File: src/rtl/l2_arb_pkg.sv
// Shared types for the L1-to-L2 arbiter.
// FSM states and requester identifiers.
package l2_arb_pkg;

  typedef enum logic [1:0] {
    IDLE    = 2'd0,
    SERVE_I = 2'd1,
    SERVE_D = 2'd2
  } arb_state_t;

  typedef enum logic {
    REQ_I = 1'b0,
    REQ_D = 1'b1
  } req_id_t;

endpackage

File: src/rtl/l2_arbiter.sv
// Round-robin arbiter sharing the L2 between the L1 I-cache and D-cache.
// One whole-line transaction in flight; grant held until mem_resp.
module l2_arbiter
  import l2_arb_pkg::*;
#(
  parameter int s_offset = 5,
  parameter int s_mask   = 2**s_offset,
  parameter int s_line   = 8*s_mask
) (
  input  logic              clk,
  input  logic              rst,
  input  logic [31:0]       i_address,
  input  logic              i_read,
  output logic [s_line-1:0] i_rdata,
  output logic              i_resp,
  input  logic [31:0]       d_address,
  input  logic              d_read,
  input  logic              d_write,
  input  logic [s_line-1:0] d_wdata,
  input  logic [s_mask-1:0] d_byte_enable256,
  output logic [s_line-1:0] d_rdata,
  output logic              d_resp,
  output logic [31:0]       mem_address,
  output logic              mem_read,
  output logic              mem_write,
  output logic [s_line-1:0] mem_wdata,
  output logic [s_mask-1:0] mem_byte_enable256,
  input  logic [s_line-1:0] mem_rdata,
  input  logic              mem_resp
);

  arb_state_t r_state;
  req_id_t    r_last;

  logic [31:0]       r_addr;
  logic              r_read;
  logic              r_write;
  logic [s_line-1:0] r_wdata;
  logic [s_mask-1:0] r_be;

  logic w_i_pend;
  logic w_d_pend;
  logic w_take_i;
  logic w_take_d;
  logic w_busy;

  // Conflicts go to whichever side was not served last.
  always_comb begin
    w_i_pend = i_read;
    w_d_pend = d_read | d_write;
    w_take_i = 1'b0;
    w_take_d = 1'b0;
    if (r_state == IDLE) begin
      if (w_i_pend && w_d_pend) begin
        w_take_d = (r_last == REQ_I);
        w_take_i = (r_last == REQ_D);
      end else begin
        w_take_i = w_i_pend;
        w_take_d = w_d_pend;
      end
    end
  end

  always_ff @(posedge clk or posedge rst) begin
    if (rst) begin
      r_state <= IDLE;
      r_last  <= REQ_I;
    end else begin
      case (r_state)
        IDLE: begin
          if (w_take_d)
            r_state <= SERVE_D;
          else if (w_take_i)
            r_state <= SERVE_I;
        end
        SERVE_I: begin
          if (mem_resp) begin
            r_state <= IDLE;
            r_last  <= REQ_I;
          end
        end
        SERVE_D: begin
          if (mem_resp) begin
            r_state <= IDLE;
            r_last  <= REQ_D;
          end
        end
        default: r_state <= IDLE;
      endcase
    end
  end

  // Write beats read when the D-cache raises both.
  always_ff @(posedge clk or posedge rst) begin
    if (rst) begin
      r_addr  <= '0;
      r_read  <= 1'b0;
      r_write <= 1'b0;
      r_wdata <= '0;
      r_be    <= '0;
    end else if (w_take_d) begin
      r_addr  <= d_address;
      r_read  <= d_read & ~d_write;
      r_write <= d_write;
      r_wdata <= d_wdata;
      r_be    <= d_byte_enable256;
    end else if (w_take_i) begin
      r_addr  <= i_address;
      r_read  <= 1'b1;
      r_write <= 1'b0;
      r_wdata <= '0;
      r_be    <= '0;
    end
  end

  assign w_busy = (r_state != IDLE);

  assign mem_address        = r_addr;
  assign mem_read           = w_busy & r_read;
  assign mem_write          = w_busy & r_write;
  assign mem_wdata          = r_wdata;
  assign mem_byte_enable256 = r_be;

  assign i_resp  = (r_state == SERVE_I) & mem_resp;
  assign d_resp  = (r_state == SERVE_D) & mem_resp;
  assign i_rdata = mem_rdata;
  assign d_rdata = mem_rdata;

endmodule

File: config.mk
export PLATFORM = sky130hd
export DESIGN_NAME = l2_arbiter
export DESIGN_NICKNAME = d
export VERILOG_FILES = /design/src/rtl/l2_arb_pkg.sv /design/src/rtl/l2_arbiter.sv
export SDC_FILE = /design/constraint.sdc
export NUM_CORES = 1
export LEC_CHECK = 0
export ABC_AREA = 1
export CAP_MARGIN = 30
export CELL_PAD_IN_SITES_DETAIL_PLACEMENT = 0
export CELL_PAD_IN_SITES_GLOBAL_PLACEMENT = 1
export CORE_AREA = 2 2 559 561
export CTS_CLUSTER_SIZE = 28
export DETAILED_ROUTE_END_ITERATION = 8
export DIE_AREA = 0 0 561 563
export PLACE_DENSITY_LB_ADDON = 0.08
export SLEW_MARGIN = 30
export SYNTH_ARGS = -nofsm -noshare
export SYNTH_HDL_FRONTEND = slang
export SYNTH_SLANG_ARGS = --single-unit
File: constraint.sdc
create_clock -name clk -period 31.1 [get_ports clk]
set_clock_uncertainty 0.05 [all_clocks]
set_input_delay 7.775 -clock clk [delete_from_list [all_inputs] [get_ports clk]]
set_output_delay 7.775 -clock clk [all_outputs]
set_load 0.05 [all_outputs]
==> out/results.ini <==
[cells_and_area]
layout_cells_sized_above_1_pct=5.60
area.sequential_um2=8130
finalNonFillerCells=6417
design.final.nets=2840
multi_input_area_um2=4430
nFillCells=36200
layout-area-overhead-vs-synth_pct=57.9

[worst_setup_path]
critical_path_peak_fanout=3
worstPathArrival_ns=9.22
cp.required_ns=23.27
worst_path_largest_cell_delay_ns=0.79
setup.worst_path.start_class=primary input
start_to_end_type_of_the_worst_setup_path=primary input to output port
worst_r2r_startpoint=r_state[0]$_DFFE_PP0P_
path_depth=4
critical-path-top-cell-by-count=clkdlybuf4s50_1
critical_path.startpoint=mem_resp
worst-path-buf-inv=3
crit-reg2reg-capture=mem_wdata[4]$_DFFE_PP0P_
crit_slowest_cell=clkdlybuf4s50_1
reg2reg_setup_slack_ns=27.34
timing.critical_path.max_delay_family=buffers and inverters
kind_of_end_point_of_the_critical_path=output port
timing.critical_path.cells=clkdlybuf4s50_1 > nand2_1 > inv_1 > clkdlybuf4s50_1
worst_r2r_path_depth=7

[cts]
clock_latency_ns=0.74
tritoncts_num_sinks=325
clock_tree.htree_level_count=2
number_of_setup_buffers_added_after_cts=0
worst_setup_hold_path_clk_slew_ns=0.05
cts_buffer_depth=3
tritoncts=done
hold_buffers=0
ctsResizeCount=0
cts.root.buffer_cell=clkbuf_16
tritoncts.num_buffers=60

[hold_path]
worst_hold_startpoint=mem_wdata[194]$_DFFE_PP0P_
worst_case_hold_path_end_point=mem_wdata[194]$_DFFE_PP0P_
hold_path.class=flop to flop
hold_depth=2

[run_status]
outcome=finished, final reports clean

[route]
via_density_per_instance=2.20
postRouteAntennaNets=0
detail_route.wirelength_mm=125
via_count=14100
drt-initial-drc-count=539
count_of_tritonroute_iterations_in_the_first_routing_pass=4
wl_per_cell_um=19.4
remaining_drc_errors=0

[sta]
fmax_ghz=0.0587
tightest_pin_transition_ns=0.938
setup_viol=0
final_max_slew_viol_count=0
setup_tns_ns=0
worst_slew_margin_rel_pct=37.5
fin_crit_ns=17.04
grt_setup_unrepaired=false
period_share_pct=54.8
finalHoldViolCount=0

[synthesis]
gate_count_after_technology_mapping=2076
syn_nets=2693
ys_warn_count=0
synth.lib_cells_used.distinct=16
synth.ff_latch_count=325
average_footprint_of_a_synthesized_cell_um2=8.27
ys_seq_area_share_pct=47.4
syn_area_um2=17200

[global_routing]
grt_antenna_before_repair=35
first_global_vias=15700
gr-usage-all-layers_pct=7.66
grt_start_max_net_pins=109
grt_pass1_wl_mm=163
global_route.overflow_total=0

[placement]
finalWeightedCongestion=0.642
detailed_place_hpwl_mm=93.0
placedCellCount=6301
io_buffers=681

[floorplan]
placementRows=205
ios=1450
design.core.area_um2=310000
initial_utilization_pct=5.53
die-area_um2=316000
floorplan.die.width_um=561
fp.dieH_um=563

[pwr]
power.density_cell_area_nw_per_um2=115
power_leakage_nw=11.2
vdd_ir_drop_max_mv=0.0479

[flow_run]
maxCapViolCount=0

-- sequential cells by signal (all words and copies together), names as in the netlist --
signal / flops
r_last: 1
r_write: 1
mem_wdata: 256
mem_byte_enable256: 32
r_read: 1
mem_address: 32
r_state: 2
-- through the flow --
step | power [mW] | cell area [um2] | setup slack [ns] | hold slack, ns | utilization [%]
after floorplan | 1.85 | 17200 | 14.28 | 0.392 | -
after global placement | 2.51 | 25100 | 13.99 | 0.408 | 8.08
after detailed placement | 2.50 | 25100 | 14.04 | 0.408 | 8.08
after CTS | 3.28 | 27100 | 14.04 | 0.422 | 8.73
after global routing | 3.37 | 27100 | 14.01 | 0.433 | 8.73
final | 3.13 | 27100 | 14.06 | 0.416 | 8.73
-- worst reg2reg max path: stages, from the launching register on --
cell and delay, ns:
dfrtp_1 0.41, inv_1 0.13, ha_4 0.46, buf_4 0.75, buf_4 0.66, buf_4 0.68
nand3_1 0.36, nand2_1 0.17
-- synthesized netlist by cell type --
| library cell | number | area (um2) |
|---|---|---|
| a21oi_4 | 1 | 16.3 |
| nand2_1 | 716 | 2690 |
| nand3b_1 | 1 | 7.51 |
| inv_2 | 2 | 7.51 |
| dfrtp_1 | 325 | 8130 |
| o21ai_0 | 1 | 5.00 |
| clkbuf_1 | 43 | 161 |
| nor2_2 | 2 | 12.5 |
| buf_4 | 512 | 3840 |
| nand4_1 | 1 | 6.26 |
| o22ai_1 | 1 | 6.26 |
| nand3_1 | 321 | 1610 |
| nor2_1 | 5 | 18.8 |
| ha_1 | 3 | 37.5 |
| buf_2 | 66 | 330 |
| inv_1 | 76 | 285 |
-- how the worst max path moves through the flow --
stage	endpoint	slack, ns
2_1_floorplan	mem_address[0]$_DFFE_PP0P_	14.28
3_3_place_gp	d_resp	13.99
3_5_place_dp	i_resp	14.04
4_1_cts	d_resp	14.04
5_1_grt	i_resp	14.01
6_report	d_resp	14.06
-- placed cells by master, fill, tap and decap left out, types with 4 or more instances in the layout --
cell               n
clkbuf_8          18
clkbuf_16         60
inv_1             75
buf_4             24
dfrtp_1          325
clkdlybuf4s50_1  680
nor2_1             5
clkinv_2           8
nand3_1          320
bufinv_16          4
diode_2            9
nand2_1          716
clkbuf_1          14
-- layer usage --
metal	global-route usage, %	share of wire [%]	vias to the layer above
met5	0.934	0.38	-
met4	4.05	5.4	18
met1	8.10	37	6515
li1	-	-	6273
met3	4.63	14	360
met2	11.8	43	937
-- kinds of logic after synthesis --
family	after synthesis	share of synthesized area, %
adder cells (fa/ha/maj)	3	0.219
buffers and inverters	699	27.0
AO/OA/AOI/OAI	3	0.160
flip-flops	325	47.4
AND/OR/NAND/NOR	1046	25.3
-- area by class of cell --
type / instances / area share [%]
sequential: 325 / 30.0
timing repair buffer: 706 / 25.9
clock buffer: 92 / 6.65
antenna: 9 / 0.0831
tap: 4140 / 19.1
clock inverter: 15 / 0.808
inverter: 78 / 1.14
multi-input combinational: 1052 / 16.3
-- report_power, final --
part	leakage, nW	internal [mW]	switching, mW	total (mW)
registers	4.14	0.603	0.103	0.706
logic	6.05	0.451	1.25	1.70
clock network	0.999	0.427	0.290	0.718
total	11.2	1.48	1.64	3.13
(Power assumes the default switching activity.)
